File: src/rtl/xbus_pkg.sv
// Shared X-bus definitions: default field widths, the tagged bus word and the
// state encoding of the ifmap tag scatter controller.
package xbus_pkg;

   localparam int DEF_ID_LEN    = 4;
   localparam int DEF_VALUE_LEN = 8;

   typedef struct packed {
      logic [DEF_ID_LEN-1:0]    tag;
      logic [DEF_VALUE_LEN-1:0] value;
   } tag_word_t;

   typedef enum logic [1:0] {
      ST_IDLE  = 2'd0,
      ST_ISSUE = 2'd1,
      ST_DRAIN = 2'd2,
      ST_DONE  = 2'd3
   } scatter_state_e;

endpackage

File: src/rtl/ifmap_tag_scatter_if.sv
// X-bus word channel: enable/ready handshake carrying a {tag, value} word.
interface ifmap_tag_scatter_if #(
   parameter int ID_LEN    = xbus_pkg::DEF_ID_LEN,
   parameter int VALUE_LEN = xbus_pkg::DEF_VALUE_LEN
);

   logic                        enable;
   logic [ID_LEN+VALUE_LEN-1:0] tag_value;
   logic                        ready;

   modport master (output enable, output tag_value, input ready);
   modport slave  (input enable, input tag_value, output ready);

endinterface

File: src/rtl/ifmap_tag_scatter_sync_fifo.sv
// Show-ahead synchronous FIFO; the head word is visible on dout_o while non-empty
// and full/empty are decoded from the occupancy count.
module sync_fifo #(
   parameter int WIDTH = 12,
   parameter int DEPTH = 4
) (
   input  logic                       clk,
   input  logic                       rst,
   input  logic                       push_i,
   input  logic                       pop_i,
   input  logic [WIDTH-1:0]           din_i,
   output logic [WIDTH-1:0]           dout_o,
   output logic                       full_o,
   output logic                       empty_o,
   output logic [$clog2(DEPTH):0]     count_o
);

   localparam int AW = $clog2(DEPTH);
   localparam int CW = AW + 1;
   localparam logic [CW-1:0] DEPTH_C = CW'(DEPTH);

   logic [WIDTH-1:0] mem_q [DEPTH];
   logic [AW-1:0]    wr_ptr_q, wr_ptr_d;
   logic [AW-1:0]    rd_ptr_q, rd_ptr_d;
   logic [CW-1:0]    count_q, count_d;
   logic             do_push_s, do_pop_s;

   // Qualify the requests and compute next pointers and occupancy.
   always_comb begin
      do_pop_s  = pop_i && (count_q != {CW{1'b0}});
      do_push_s = push_i && ((count_q != DEPTH_C) || do_pop_s);
      wr_ptr_d  = wr_ptr_q;
      rd_ptr_d  = rd_ptr_q;
      count_d   = count_q;
      if (do_push_s) begin
         wr_ptr_d = wr_ptr_q + AW'(1'b1);
      end else begin
         wr_ptr_d = wr_ptr_q;
      end
      if (do_pop_s) begin
         rd_ptr_d = rd_ptr_q + AW'(1'b1);
      end else begin
         rd_ptr_d = rd_ptr_q;
      end
      case ({do_push_s, do_pop_s})
         2'b10:   count_d = count_q + CW'(1'b1);
         2'b01:   count_d = count_q - CW'(1'b1);
         default: count_d = count_q;
      endcase
   end

   // Pointer and count registers.
   always_ff @(posedge clk) begin
      if (rst) begin
         wr_ptr_q <= {AW{1'b0}};
         rd_ptr_q <= {AW{1'b0}};
         count_q  <= {CW{1'b0}};
      end else begin
         wr_ptr_q <= wr_ptr_d;
         rd_ptr_q <= rd_ptr_d;
         count_q  <= count_d;
      end
   end

   // Storage array; contents are meaningless while empty, so no reset.
   always_ff @(posedge clk) begin
      if (do_push_s) begin
         mem_q[wr_ptr_q] <= din_i;
      end
   end

   assign empty_o = (count_q == {CW{1'b0}});
   assign full_o  = (count_q == DEPTH_C);
   assign count_o = count_q;
   assign dout_o  = empty_o ? {WIDTH{1'b0}} : mem_q[rd_ptr_q];

endmodule

File: src/rtl/ifmap_tag_scatter.sv
// Reads an ifmap tile from the GLB in column-major order, tags each value with its
// row and streams {tag, value} words onto the X-bus through a credit-limited FIFO.
module ifmap_tag_scatter
   import xbus_pkg::*;
#(
   parameter int ID_LEN     = DEF_ID_LEN,
   parameter int VALUE_LEN  = DEF_VALUE_LEN,
   parameter int ADDR_LEN   = 16,
   parameter int FIFO_DEPTH = 4
) (
   input  logic                 clk,
   input  logic                 rst,
   input  logic                 start,
   input  logic [ADDR_LEN-1:0]  base_addr,
   input  logic [ID_LEN-1:0]    num_rows,
   input  logic [ADDR_LEN-1:0]  row_len,
   output logic                 busy,
   output logic                 done,
   output logic                 glb_rd_en,
   output logic [ADDR_LEN-1:0]  glb_rd_addr,
   input  logic [VALUE_LEN-1:0] glb_rd_data,
   ifmap_tag_scatter_if.master  xbus
);

   localparam int CW = $clog2(FIFO_DEPTH) + 1;
   localparam int WW = ID_LEN + VALUE_LEN;
   localparam logic [CW:0] DEPTH_C = (CW+1)'(FIFO_DEPTH);

   scatter_state_e      state_q, state_d;
   logic [ID_LEN-1:0]   r_q, r_d;
   logic [ID_LEN-1:0]   last_row_q, last_row_d;
   logic [ID_LEN-1:0]   tag_q, tag_d;
   logic [ADDR_LEN-1:0] c_q, c_d;
   logic [ADDR_LEN-1:0] last_col_q, last_col_d;
   logic [ADDR_LEN-1:0] row_len_q, row_len_d;
   logic [ADDR_LEN-1:0] col_addr_q, col_addr_d;
   logic [ADDR_LEN-1:0] row_addr_q, row_addr_d;
   logic                inflight_q, inflight_d;
   logic                done_q, done_d;

   logic                tile_empty_s, accept_s, credit_s, issue_s;
   logic                last_elem_s, drained_s, pop_s;
   logic [CW:0]         occ_s;
   logic                fifo_full_s, fifo_empty_s;
   logic [CW-1:0]       fifo_count_s;
   logic [WW-1:0]       fifo_din_s, fifo_dout_s;

   // Tile decode and read credit: FIFO words plus the in-flight read never exceed the depth.
   always_comb begin
      tile_empty_s = (num_rows == {ID_LEN{1'b0}}) || (row_len == {ADDR_LEN{1'b0}});
      accept_s     = (state_q == ST_IDLE) && start;
      occ_s        = {1'b0, fifo_count_s} + {{CW{1'b0}}, inflight_q};
      credit_s     = !fifo_full_s && (occ_s < DEPTH_C);
      last_elem_s  = (r_q == last_row_q) && (c_q == last_col_q);
      drained_s    = !inflight_q && fifo_empty_s;
      pop_s        = !fifo_empty_s && xbus.ready;
   end

   // Controller next state, read issue and completion pulse.
   always_comb begin
      state_d = state_q;
      issue_s = 1'b0;
      done_d  = 1'b0;
      case (state_q)
         ST_IDLE: begin
            if (accept_s) begin
               if (tile_empty_s) begin
                  done_d = 1'b1;
               end else begin
                  state_d = ST_ISSUE;
               end
            end else begin
               state_d = ST_IDLE;
            end
         end
         ST_ISSUE: begin
            if (credit_s) begin
               issue_s = 1'b1;
               if (last_elem_s) begin
                  state_d = ST_DRAIN;
               end else begin
                  state_d = ST_ISSUE;
               end
            end else begin
               state_d = ST_ISSUE;
            end
         end
         ST_DRAIN: begin
            if (drained_s) begin
               state_d = ST_DONE;
               done_d  = 1'b1;
            end else begin
               state_d = ST_DRAIN;
            end
         end
         ST_DONE: begin
            state_d = ST_IDLE;
         end
         default: begin
            state_d = ST_IDLE;
         end
      endcase
   end

   // Address walk: row_addr accumulates the stride per row and restarts one past the column base.
   always_comb begin
      r_d        = r_q;
      c_d        = c_q;
      last_row_d = last_row_q;
      last_col_d = last_col_q;
      row_len_d  = row_len_q;
      col_addr_d = col_addr_q;
      row_addr_d = row_addr_q;
      inflight_d = issue_s;
      tag_d      = tag_q;
      if (accept_s && !tile_empty_s) begin
         r_d        = {ID_LEN{1'b0}};
         c_d        = {ADDR_LEN{1'b0}};
         last_row_d = num_rows - ID_LEN'(1'b1);
         last_col_d = row_len - ADDR_LEN'(1'b1);
         row_len_d  = row_len;
         col_addr_d = base_addr;
         row_addr_d = base_addr;
      end else if (issue_s) begin
         tag_d = r_q;
         if (r_q == last_row_q) begin
            r_d        = {ID_LEN{1'b0}};
            c_d        = c_q + ADDR_LEN'(1'b1);
            col_addr_d = col_addr_q + ADDR_LEN'(1'b1);
            row_addr_d = col_addr_q + ADDR_LEN'(1'b1);
         end else begin
            r_d        = r_q + ID_LEN'(1'b1);
            row_addr_d = row_addr_q + row_len_q;
         end
      end else begin
         tag_d = tag_q;
      end
   end

   // State and datapath registers.
   always_ff @(posedge clk) begin
      if (rst) begin
         state_q    <= ST_IDLE;
         r_q        <= {ID_LEN{1'b0}};
         c_q        <= {ADDR_LEN{1'b0}};
         last_row_q <= {ID_LEN{1'b0}};
         last_col_q <= {ADDR_LEN{1'b0}};
         row_len_q  <= {ADDR_LEN{1'b0}};
         col_addr_q <= {ADDR_LEN{1'b0}};
         row_addr_q <= {ADDR_LEN{1'b0}};
         inflight_q <= 1'b0;
         tag_q      <= {ID_LEN{1'b0}};
         done_q     <= 1'b0;
      end else begin
         state_q    <= state_d;
         r_q        <= r_d;
         c_q        <= c_d;
         last_row_q <= last_row_d;
         last_col_q <= last_col_d;
         row_len_q  <= row_len_d;
         col_addr_q <= col_addr_d;
         row_addr_q <= row_addr_d;
         inflight_q <= inflight_d;
         tag_q      <= tag_d;
         done_q     <= done_d;
      end
   end

   assign fifo_din_s = {tag_q, glb_rd_data};

   sync_fifo #(
      .WIDTH (WW),
      .DEPTH (FIFO_DEPTH)
   ) u_fifo (
      .clk     (clk),
      .rst     (rst),
      .push_i  (inflight_q),
      .pop_i   (pop_s),
      .din_i   (fifo_din_s),
      .dout_o  (fifo_dout_s),
      .full_o  (fifo_full_s),
      .empty_o (fifo_empty_s),
      .count_o (fifo_count_s)
   );

   assign busy           = (state_q != ST_IDLE);
   assign done           = done_q;
   assign glb_rd_en      = issue_s;
   assign glb_rd_addr    = row_addr_q;
   assign xbus.enable    = !fifo_empty_s;
   assign xbus.tag_value = fifo_dout_s;

endmodule

File: src/flat_wrapper.sv
// flat-port wrapper written by rule: the top's interface ports become plain ports
module ifmap_tag_scatter_flat import xbus_pkg::*;
#(
   parameter int ID_LEN     = DEF_ID_LEN,
   parameter int VALUE_LEN  = DEF_VALUE_LEN,
   parameter int ADDR_LEN   = 16,
   parameter int FIFO_DEPTH = 4
)
  (clk, rst, start, base_addr, num_rows, row_len, busy, done, glb_rd_en, glb_rd_addr, glb_rd_data, xbus_enable, xbus_tag_value, xbus_ready);
  ifmap_tag_scatter_if #(.ID_LEN(ID_LEN), .VALUE_LEN(VALUE_LEN)) xbus_i ();
  input  logic clk;
  input  logic rst;
  input  logic start;
  input  logic [ADDR_LEN-1:0] base_addr;
  input  logic [ID_LEN-1:0] num_rows;
  input  logic [ADDR_LEN-1:0] row_len;
  output logic busy;
  output logic done;
  output logic glb_rd_en;
  output logic [ADDR_LEN-1:0] glb_rd_addr;
  input  logic [VALUE_LEN-1:0] glb_rd_data;
  output wire logic [$bits(xbus_i.enable)-1:0] xbus_enable;
  output wire logic [$bits(xbus_i.tag_value)-1:0] xbus_tag_value;
  input wire logic [$bits(xbus_i.ready)-1:0] xbus_ready;
  assign xbus_enable = xbus_i.enable;
  assign xbus_tag_value = xbus_i.tag_value;
  assign xbus_i.ready = xbus_ready;
  ifmap_tag_scatter #(.ID_LEN(ID_LEN), .VALUE_LEN(VALUE_LEN), .ADDR_LEN(ADDR_LEN), .FIFO_DEPTH(FIFO_DEPTH)) u_core (.clk(clk), .rst(rst), .start(start), .base_addr(base_addr), .num_rows(num_rows), .row_len(row_len), .busy(busy), .done(done), .glb_rd_en(glb_rd_en), .glb_rd_addr(glb_rd_addr), .glb_rd_data(glb_rd_data), .xbus(xbus_i));
endmodule
File: config.mk
export PLATFORM = sky130hd
export DESIGN_NAME = ifmap_tag_scatter_flat
export DESIGN_NICKNAME = d
export VERILOG_FILES = /design/src/rtl/xbus_pkg.sv /design/src/rtl/ifmap_tag_scatter_if.sv /design/src/rtl/ifmap_tag_scatter_sync_fifo.sv /design/src/rtl/ifmap_tag_scatter.sv /design/src/flat_wrapper.sv
export SDC_FILE = /design/constraint.sdc
export NUM_CORES = 1
export LEC_CHECK = 0
export ABC_AREA = 0
export ABC_CLOCK_PERIOD_IN_PS = 2500
export CAP_MARGIN = 0
export CORE_AREA = 8 8 122 124
export CTS_CLUSTER_SIZE = 20
export DETAILED_ROUTE_END_ITERATION = 6
export DIE_AREA = 0 0 130 132
export DONT_BUFFER_PORTS = 1
export GPL_ROUTABILITY_DRIVEN = 0
export PLACE_DENSITY = 0.81
export SYNTH_ARGS = -nofsm -noshare
export SYNTH_HDL_FRONTEND = slang
export SYNTH_SLANG_ARGS = --single-unit
File: constraint.sdc
create_clock -name clk -period 2.5 [get_ports clk]
set_input_delay 0.375 -clock clk [delete_from_list [all_inputs] [get_ports clk]]
set_output_delay 0.375 -clock clk [all_outputs]
set_load 0.02 [all_outputs]
== Word-level counts from Yosys, hierarchy flattened ==
Memory sizes are Yosys's and may differ from the RTL's. A register that Yosys moved wholly into a read port is not among the register bits.
Index checks and enable logic that the tools add are counted.
Storage, ports and cells
  memory bits (writable): 48
  bits in registers: 103
  input bits: 48
  output and inout port bits: 32
  memories kept: 1
  logic and storage cells: 90
Cells by class
  magnitude comparators: 1
  reduce and logical (&&, ||, !) cells: 27
  equality and inequality tests: 10
  add/sub/neg operators: 11
  multiplexer cells: 25
  bitwise operators: 1
Memory list
  u_core.u_fifo.mem_q: depth 4, width 12, rd ports 1, clocked after Yosys merged registers in 1, write ports 1, RTL line ifmap_tag_scatter_sync_fifo.sv:22  | logic [WIDTH-1:0] mem_q [DEPTH];
Operator list (number)
  two-way mux 16 bit: 6
  adder 16 x 1 -> 16 bit (second input constant): 2
  adder 16 bit: 1
  equality test 16 bit: 1
  logical NOT 16 bit: 1
  subtractor 16 x 1 -> 16 bit (second input constant): 1
  two-way mux 12 bit: 1
  two-way mux 2 bit: 6
  logical AND 1 bit: 8
  two-way mux 1 bit: 8
  one-hot mux 2 bit (4 select lines): 1
  nonzero test 2 bit: 4
  equality test 2 bit (second input constant): 3
  != test 3 bit (second input constant): 2
  one-hot mux 3 bit (2 select lines): 1
  AND reduction 2 bit: 3
  adder 2 x 1 -> 2 bit (second input constant): 2
  adder 3 x 1 -> 4 bit: 1
  adder 4 x 1 -> 4 bit (second input constant): 1
  equality test 2 x 1 -> 1 bit (second input constant): 2
  equality test 4 bit: 1
  logical NOT 1 bit: 4
  logical NOT 4 bit: 1
  less-than comparator 4 x 3 -> 1 bit (second input constant): 1
  other kinds (12): 13

== Longest topological paths before layout ==
Gate-level depths: netlist (run 1).
  depth in word-level cells: 8
  gate-level depth with buffers: 9
  gate-level depth less buffers: 8

== By module ==
Synthesis (run 1) repeated with hierarchy kept, for this count alone.
Unflattened totals
  cells, all modules: 816
  area, all modules: 7945.1 um2
Modules (own cells, without submodules)
  ifmap_tag_scatter: seq. area each 1921.8 um2, cells an instance 673, area an instance 5444.0 um2, times used 1
  sync_fifo: seq. area each 1621.6 um2, cells an instance 143, area an instance 2501.1 um2, times used 1

== Worst setup path before layout (run 1) ==
OpenSTA, ideal clock, no wires.
  path type: register to register
  start point: register u_core.row_addr_q[0] (netlist: u_core.glb_rd_addr[0])
  end point: register u_core.row_addr_q[8] (netlist: u_core.glb_rd_addr[8])
  stages on the path, launching flop included: 8
  buffers on the path: 0
  setup slack: 197 ps
  library setup time: 74 ps
  period minus slack after synthesis: 2303 ps
  data required time: 2426 ps
  arrival: 2228 ps
  cell sequence: dfxtp_1 ha_1 fa_1 a211oi_1 o21bai_1 a2111oi_0 o211ai_1 a31oi_1
Between the ends
  cells in the longest elaborated chain, start to end: 4
Ends and longest elaborated chain
  start, declared: RTL line ifmap_tag_scatter.sv:37  | logic [ADDR_LEN-1:0] row_addr_q, row_addr_d;
  start signal, assigned: RTL line ifmap_tag_scatter.sv:150  | row_addr_q <= {ADDR_LEN{1'b0}};
  start signal, assigned: RTL line ifmap_tag_scatter.sv:162  | row_addr_q <= row_addr_d;
  adder 16 bit: RTL line ifmap_tag_scatter.sv:133  | row_addr_d = row_addr_q + row_len_q;
  two-way mux 16 bit: RTL line ifmap_tag_scatter.sv:126  | if (r_q == last_row_q) begin
  two-way mux 16 bit: RTL line ifmap_tag_scatter.sv:124  | end else if (issue_s) begin
  two-way mux 16 bit: RTL line ifmap_tag_scatter.sv:116  | if (accept_s && !tile_empty_s) begin
No other way between the ends. The select of a mux whose other input is x is not followed.
A chain may end at the register's enable or synchronous reset.

== Worst setup path in the final report (run 1) ==
  start point: register u_core.state_q[0]
  end point: register u_core.last_col_q[4]
Between the ends
  cells in the longest elaborated chain, start to end: 3
Ends and longest elaborated chain
  start, declared: RTL line ifmap_tag_scatter.sv:29  | scatter_state_e state_q, state_d;
  start signal, assigned: RTL line ifmap_tag_scatter.sv:155  | state_q <= state_d;
  logical NOT 2 bit: RTL line ifmap_tag_scatter.sv:51  | accept_s = (state_q == ST_IDLE) && start;
  logical AND 1 bit: RTL line ifmap_tag_scatter.sv:51
  logical AND 1 bit: RTL line ifmap_tag_scatter.sv:116
  end signal, assigned: RTL line ifmap_tag_scatter.sv:147  | last_col_q <= {ADDR_LEN{1'b0}};
  end signal, assigned: RTL line ifmap_tag_scatter.sv:159  | last_col_q <= last_col_d;
  end, declared: RTL line ifmap_tag_scatter.sv:34  | logic [ADDR_LEN-1:0] last_col_q, last_col_d;
No other way between the ends.

==> results of run 1 <==
[power groups by stage]
| stage | Combinational [µW] | Clock (µW) | Sequential [µW] |
|---|---|---|---|
| 2_1_floorplan | 1370 | 0 | 3000 |
| 3_3_place_gp | 1700 | 0 | 3060 |
| 3_5_place_dp | 1760 | 0 | 3070 |
| 4_1_cts | 1780 | 2440 | 3020 |
| 5_1_grt | 1960 | 2550 | 3040 |
| 6_report | 1790 | 2420 | 3020 |
[cells in the final DEF, fill, tap and decap left out, drive strengths merged, types with 24 or more instances in the layout]
cell      n
nor2     86
a211oi   32
xor2     43
buf      29
edfxtp   48
o21ai    24
nand2    79
ha       26
inv      26
a21oi    50
xnor2    47
dfxtp   105
[worst max-delay path, stage by stage, from the launching register on]
cell and delay [ns]:
sky130_fd_sc_hd__dfxtp_1 0.36, sky130_fd_sc_hd__or3b_2 0.49, sky130_fd_sc_hd__nor2_1 0.28, sky130_fd_sc_hd__o31a_4 0.38, sky130_fd_sc_hd__buf_4 0.37, sky130_fd_sc_hd__nor2_1 0.09
sky130_fd_sc_hd__a211oi_1 0.26
[layout make-up]
type                       instances  area, µm²  area share [%]
multi-input combinational        574       3870            45.5
timing repair buffer              31        250            2.94
tap                              176        220            2.59
clock inverter                    14        129            1.51
sequential                       153       3540            41.6
clock buffer                      18        429            5.04
inverter                          18       67.6           0.794
[cells in the mapped netlist (all sizes together), types with 2 or more instances]
library cell	number	share of area, %
and2	16	1.3
o211ai	5	0.49
nor2b	4	0.33
nand2b	7	0.67
dfxtp	105	28
o31a	2	0.23
a211oi	32	3.2
nor3	20	1.3
fa	2	0.53
nand3	13	0.85
ha	26	4.3
a21oi	50	3.3
a21o	6	0.59
o21ai	24	1.6
a31oi	5	0.41
clkbuf	22	1.1
and4	4	0.46
nor2	86	4.2
a311oi	6	0.69
edfxtp	48	19
or4	4	0.44
a2111oi	3	0.43
inv	18	0.89
o31ai	3	0.48
o22ai	5	0.41
nand2	79	3.9
nor4	16	1.3
mux2i	3	0.39
xor2	43	4.9
a221oi	2	0.23
or2	4	0.33
o21bai	13	1.3
xnor2	47	5.4
mux4	12	3.5
buf	16	0.95
nand4	10	0.82
o221a	3	0.44
a22oi	2	0.20
or3	8	0.66
[per-layer routing]
| layer | GRT usage (%) | wire [µm] | vias up |
|---|---|---|---|
| met2 | 37.9 | 9180 | 249 |
| met5 | 0 | 0 | - |
| met1 | 25.7 | 7440 | 2879 |
| met3 | 8.58 | 1750 | 52 |
| li1 | - | - | 2837 |
| met4 | 10.1 | 587 | 0 |
[how the worst min path moves through the flow]
stage                                   to  cells after the start                 start
global route         u_core.glb_rd_addr[2]                      1                   rst
detailed placement    u_core.row_len_q[11]                      2  u_core.row_len_q[11]
floorplan              u_core.row_len_q[0]                      2   u_core.row_len_q[0]
CTS                  u_core.glb_rd_addr[6]                      1                   rst
global placement       u_core.row_len_q[0]                      2   u_core.row_len_q[0]
finish              u_core.glb_rd_addr[10]                      1                   rst
[sequential cells by signal (all words and copies together), names as in the netlist, 2 cells and up, named ones only]
name / count
u_core.c_q: 16
u_core.u_fifo.wr_ptr_q: 2
u_core.r_q: 4
u_core.u_fifo.mem_q: 48
u_core.col_addr_q: 16
u_core.last_col_q: 16
u_core.u_fifo.rd_ptr_q: 2
u_core.row_len_q: 16
u_core.u_fifo.count_o: 3
u_core.tag_q: 4
u_core.last_row_q: 4
u_core.glb_rd_addr: 16
[timing repair]
action	in CTS	in global routing
setup endpoints to repair	0	25
setup buffers	0	0
endpoints found under the hold margin	0	1
hold buffers	0	2
resized for setup	0	6
[logic make-up (layout without fill, tap and decap cells)]
group	Yosys count	after routing	share of synthesized area, %
adder cells (fa/ha/maj)	28	28	4.79
XOR/XNOR	90	90	10.3
buffers and inverters	56	81	2.92
AO/OA/AOI/OAI	165	165	14.4
AND/OR/NAND/NOR	276	276	17.1
flip-flops	153	153	46.5
multiplexers	15	15	3.94
[per-stage QoR]
stage,utilization [%],setup slack (ns),instances,total power [µW],cell area (µm²)
after floorplan,-,0.197,783,4370,7620
after global placement,61.0,0.0914,950,4760,7920
after detailed placement,61.0,0.0479,950,4840,7920
after CTS,65.3,0.0283,982,7240,8480
after global routing,65.6,0.0261,984,7560,8510
final,65.6,0.157,984,7240,8510
==> impl_results.md, run 1 <==
* Run status: finished clean
* Root buffer cell: sky130_fd_sc_hd__clkbuf_16
* Leakage power summed over all cells at 0.00308 µW
* Endpoint of the most critical setup path: u_core.last_col_q[4]
* Total number of vias at ~6k
* Kind of path behind the tightest hold check: input pin to flop
* DIE HEIGHT at around 130 µm
* Proportion of total power due to net switching at 34.0%
* Arrival time at the worst endpoint at ~2.7 ns
* Sequential cell fraction of total power at a little over two fifths
* Number of synthesized register bits at approximately 150
* Die width at ~130 µm
* Worst EP required at 2.84 ns
* Initial antenna violation count at 0
* RSZ-0062 raised after global routing: no
* Gate count of the mapped netlist at between 700 and 800
* Number of max-cap violations at 0
* First element of the critical path: u_core.state_q[0]
* Final Setup Violations at 0
* Pwr Density at between 800 and 900 nW/µm²
* Yosys warning total at 0
* Maximum buffer depth of the clock tree at 2
* Category of the worst setup path launch point: flop
* Number of nets in the finished design at a little under 900
* Logic pwr share at between 20% and 30%
* GR Util All Layers at 22.9%
* Maximum level of the CTS H-tree at 4
* Sort of element at the end of the critical path: flop
* Port Buffer Count at 0
* CTS tree: done
* Number of clock buffers inserted by TritonCTS at 17
* Switching power total at between 2000 and 2500 µW
* Worst r2r src: u_core.state_q[0]
* Register-to-register setup slack at between 0.15 and 0.2 ns
* Actual transition at the worst max-transition pin at ~0.64 ns
* Max_slew headroom at a little under three fifths
* Count of flip-flops with a built-in enable after synthesis at 48
* Cell variety after synth at 54
* Via count of the first global-routing pass at 6188
* Post-Route Skew at ~0.0087 ns
* Share of synthesized area occupied by flip-flops and latches at a little under half
* Category of the most critical setup path: flop to flop
* Routed wire length per instance at a little under 20 µm
* Maximum number of pins on one net before global-route repair at a little under 80
* Fraction of layout instances using a drive strength above 1 at between 10% and 20%
* Total gr overflow at 0
* Post-route DRC violation count at 0
* Number of pins exceeding their max-slew limit in the final report at 0
* Layout-stage area growth over the synthesis result at 11.7%
* Count of nets left with antenna violations after detail routing at 0
* Clock Latency Late Sink at roughly 0.44 ns
* Maximum fanout along the worst path at 36
* Maximum clock frequency at roughly 430 MHz
* Routed WL at around 19000 µm
* First-pass GRT wire length at about 31000 µm
* Internal power at 4770 µW
* Number of top-level pins at 80
* Maximum vdd ir drop at 0.410 mV
* Most used flip-flop cell after synthesis: sky130_fd_sc_hd__dfxtp_1
* Final Hold Vio Count at 0
* Number of nets in the synthesized netlist at between 800 and 900
* Path depth of the worst reg2reg path at 6
* Worst Hold Slack at roughly 0.018 ns
* FFs w/ async S/R, synth at 0%
* Routed vias/inst at about 6.1
* Average cell area after synthesis at around 9.7 µm²
* Antenna cells at 0
* Area enclosed by the die boundary at about 17000 µm²
* Setup TNS at 0 ns
* Post-detailed-placement half-perimeter wirelength at ~14000 µm
* Drt initial violations at approximately 500
* Detailed-routing iteration count for the pre-antenna-repair pass at 5
* Area of the mapped netlist at roughly 7600 µm²
* Filler Cells Inserted at approximately 990
* Floorplan Core Area at between 10000 and 15000 µm²
* Clock slew at reported path FFs at around 0.06 ns
* Number of sinks driven by the clock tree at about 150
* Row cnt at between 40 and 50
* Initial core utilization at between 50 and 60%
* Clock Power Share at approximately 34%
* Destination of the worst register-to-register timing path: u_core.last_col_q[4]
* Period minus WS final at between 2 and 2.5 ns
* Share of the clock period used by the worst path after layout at a little over nine tenths
No activity file was read; power rests on OpenSTA's default activity.
==> run 2: changes to the inputs <==
--- a/config.mk
+++ b/config.mk
@@ -8,13 +8,13 @@
 export ABC_AREA = 0
 export ABC_CLOCK_PERIOD_IN_PS = 2500
 export CAP_MARGIN = 0
-export CORE_AREA = 8 8 122 124
+export CORE_AREA = 8 8 140 142
 export CTS_CLUSTER_SIZE = 20
 export DETAILED_ROUTE_END_ITERATION = 6
-export DIE_AREA = 0 0 130 132
+export DIE_AREA = 0 0 148 150
 export DONT_BUFFER_PORTS = 1
 export GPL_ROUTABILITY_DRIVEN = 0
-export PLACE_DENSITY = 0.81
+export PLACE_DENSITY = 0.65
 export SYNTH_ARGS = -nofsm -noshare
 export SYNTH_HDL_FRONTEND = slang
 export SYNTH_SLANG_ARGS = --single-unit
==> run 2 against run 1 <==
Against the previous run: count of clock-buffer cells in the layout decreased by 1; largest cell class unchanged; critical path depth increased by 2; highest routed layer unchanged; flip-flop and latch count unchanged; sequential power decreased by 1%; core utilization decreased by 16 points.
==> impl_results.md, run 2 (synthesized netlist as in run 1, its figures left out) <==
* Total number of vias at 5722 (was 6017)
* Number of flip-flops in the largest register at 48 (unchanged)
* Final Hold Vio Count at 0 (unchanged)
* Worst-path cell with the longest stage delay: sky130_fd_sc_hd__fa_1 (was sky130_fd_sc_hd__or3b_2)
* DIE HEIGHT at 150 µm (was 132 µm)
* Pwr Density at 842 nW/µm² (was 850 nW/µm²)
* Kind of path behind the tightest hold check: input pin to flop (unchanged)
* Detailed-routing iteration count for the pre-antenna-repair pass at 5 (unchanged)
* Maximum buffer depth of the clock tree at 2 (unchanged)
* Number of max-cap violations at 0 (unchanged)
* Fraction of layout instances using a drive strength above 1 at 11.3% (was 10.6%)
* Arrival time at the worst endpoint at 2.60 ns (was 2.68 ns)
* Number of pins exceeding their max-slew limit in the final report at 0 (unchanged)
* Maximum level of the CTS H-tree at 4 (unchanged)
* Routed vias/inst at 5.50 (was 6.11)
* Finished Layout Cells at 1041 (was 984)
* Logic pwr share at 24.8% (about the same)
* Layout-stage area growth over the synthesis result at 13.0% (was 11.7%)
* Clock Power Share at 34.1% (was 33.5%)
* Maximum vdd ir drop at 0.676 mV (was 0.410 mV)
* Internal power at 4870 µW (was 4770 µW)
* Period minus WS final at 2.30 ns (was 2.34 ns)
* Share of the clock period used by the worst path after layout at 91.9% (was 93.7%)
* Final Setup Violations at 0 (unchanged)
* Row cnt at 49 (was 42)
* Placed cell area at 8020 µm² (was 7920 µm²)
* Routed WL at 18200 µm (was 19000 µm)
* Root buffer cell: sky130_fd_sc_hd__clkbuf_16 (unchanged)
* Via count of the first global-routing pass at 5560 (was 6188)
* Routed wire length per instance at 17.5 µm (was 19.3 µm)
* Clock slew at reported path FFs at 0.07 ns (was 0.06 ns)
* Sort of element at the end of the critical path: flop (unchanged)
* Leading cell type in the layout, fill and taps excluded: sky130_fd_sc_hd__dfxtp_1 (unchanged)
* Number of sinks driven by the clock tree at 153 (unchanged)
* Total non-filler cell area in the finished layout at 8610 µm² (was 8510 µm²)
* GR Util All Layers at 16.8% (was 22.9%)
* Max_slew headroom at 58.2% (was 57.2%)
* CTS tree: done (unchanged)
* Post-layout util at 49.1% (was 65.6%)
* Maximum number of pins on one net before global-route repair at 77 (unchanged)
* Maximum fanout along the worst path at 3 (was 36)
* Die width at 148 µm (was 130 µm)
* Number of nets in the finished design at 875 (was 871)
* Port Buffer Count at 0 (unchanged)
* Drt initial violations at 314 (was 503)
* Design Power at 7250 µW (was 7240 µW)
* Clock Latency Late Sink at 0.42 ns (was 0.44 ns)
* Maximum clock frequency at 435 MHz (was 427 MHz)
* Post-route DRC violation count at 0 (unchanged)
* Setup TNS at 0 ns (unchanged)
* Proportion of total power due to net switching at 32.9% (was 34.0%)
* Switching power total at 2390 µW (was 2460 µW)
* Actual transition at the worst max-transition pin at 0.627 ns (was 0.642 ns)
* Most frequent cells in the layout: sky130_fd_sc_hd__dfxtp_1 (105), sky130_fd_sc_hd__nor2_1 (86), sky130_fd_sc_hd__nand2_1 (79), sky130_fd_sc_hd__a21oi_1 (49), sky130_fd_sc_hd__edfxtp_1 (48) (was sky130_fd_sc_hd__dfxtp_1 (104), sky130_fd_sc_hd__nor2_1 (86), sky130_fd_sc_hd__nand2_1 (79), sky130_fd_sc_hd__a21oi_1 (49), sky130_fd_sc_hd__edfxtp_1 (48))
* Filler Cells Inserted at 1673 (was 985)
* Delay of the slowest critical-path stage at 0.42 ns (was 0.49 ns)
* Antenna cells at 0 (unchanged)
* Post-detailed-placement half-perimeter wirelength at 13200 µm (was 13600 µm)
* Total gr overflow at 0 (unchanged)
* Category of the worst setup path launch point: flop (unchanged)
* Category of the most critical setup path: flop to flop (unchanged)
* Initial antenna violation count at 0 (unchanged)
* Post-Route Skew at 0.00723 ns (was 0.00871 ns)
* Initial core utilization at 43.5% (was 58.7%)
* Leakage power summed over all cells at 0.00309 µW (was 0.00308 µW)
* RSZ-0062 raised after global routing: no (unchanged)
* First-pass GRT wire length at 29300 µm (was 30900 µm)
* Count of nets left with antenna violations after detail routing at 0 (unchanged)
* Sequential cell fraction of total power at 41.1% (was 41.8%)
* Run status: finished clean (unchanged)
* Worst EP required at 2.80 ns (was 2.84 ns)
* Floorplan Core Area at 17500 µm² (was 13000 µm²)
* Area enclosed by the die boundary at 22200 µm² (was 17200 µm²)
* Number of clock buffers inserted by TritonCTS at 17 (unchanged)
* Register with the highest flop count: u_core.u_fifo.mem_q (unchanged)
* Cell breakdown of the critical path: ha_1 > fa_1 > a211oi_2 > o21ai_0 > a21oi_2 > o31ai_1 > mux2i_1 > a2111oi_0 (was or3b_2 > nor2_1 > o31a_4 > buf_4 > nor2_1 > a211oi_1)
* Number of top-level pins at 80 (unchanged)
* Placed Cells at 1008 (was 950)
[run 2: routing by layer]
| layer | track usage [%] | vias to the layer above | routed length (µm) |
|---|---|---|---|
| met3 | 5.84 | 20 | 1340 |
| met1 | 21.2 | 2711 | 8150 |
| met5 | 0 | - | 0 |
| li1 | - | 2854 | - |
| met4 | 4.28 | 0 | 238 |
| met2 | 26.8 | 137 | 8430 |
[run 2: worst paths after layout]
check / from / to / slack (ns) / cells after the start
hold / removal: rst / u_core.col_addr_q[10] / 0.03 / 1
setup / recovery: u_core.glb_rd_addr[0] / u_core.glb_rd_addr[14] / 0.20 / 8
hold reg to reg: u_core.row_len_q[14] / u_core.row_len_q[14] / 0.46 / 2
setup reg to reg: u_core.glb_rd_addr[0] / u_core.glb_rd_addr[14] / 0.20 / 8
[run 2: worst max-delay path, delay by kind of cell, from the launching register on]
| family | cells | cell delay [ns] |
|---|---|---|
| AO/OA/AOI/OAI | 5 | 1.07 |
| multiplexers | 1 | 0.13 |
| flip-flops | 1 | 0.32 |
| adder cells (fa/ha/maj) | 2 | 0.65 |
[run 2: through the flow]
step                worst slack, ns  hold slack, ns
finish                        0.204          0.0328
global route                0.00939         0.00441
CTS                          0.0220        0.000966
detailed placement           0.0395           0.446
global placement              0.105           0.445
floorplan                     0.197           0.440
[run 2: timing repair]
action                                  CTS  global route
endpoints found under the setup margin    0             5
endpoints found under the hold margin     1             0
hold buffers                              1             0
setup buffers                             0             0
gates resized for setup                   0             5
[run 2: area by class of cell]
| cell class | instances | area [µm²] | share of cell area, % |
|---|---|---|---|
| multi-input cells | 574 | 3870 | 45.0 |
| well taps | 229 | 287 | 3.33 |
| inverters | 18 | 67.6 | 0.785 |
| flip-flops and latches | 153 | 3540 | 41.1 |
| clock buffers | 17 | 425 | 4.94 |
| clock inverters | 15 | 140 | 1.63 |
| repair buffers | 35 | 278 | 3.23 |
[run 2: power by group through the flow]
| stage | Combinational, µW | Sequential (µW) | Clock [µW] |
|---|---|---|---|
| final | 1800 | 2980 | 2470 |
| after global routing | 2010 | 3010 | 2620 |
| after CTS | 1820 | 2980 | 2530 |
| after detailed placement | 1810 | 3030 | 0 |
| after global placement | 1780 | 3030 | 0 |
| after floorplan | 1370 | 3000 | 0 |
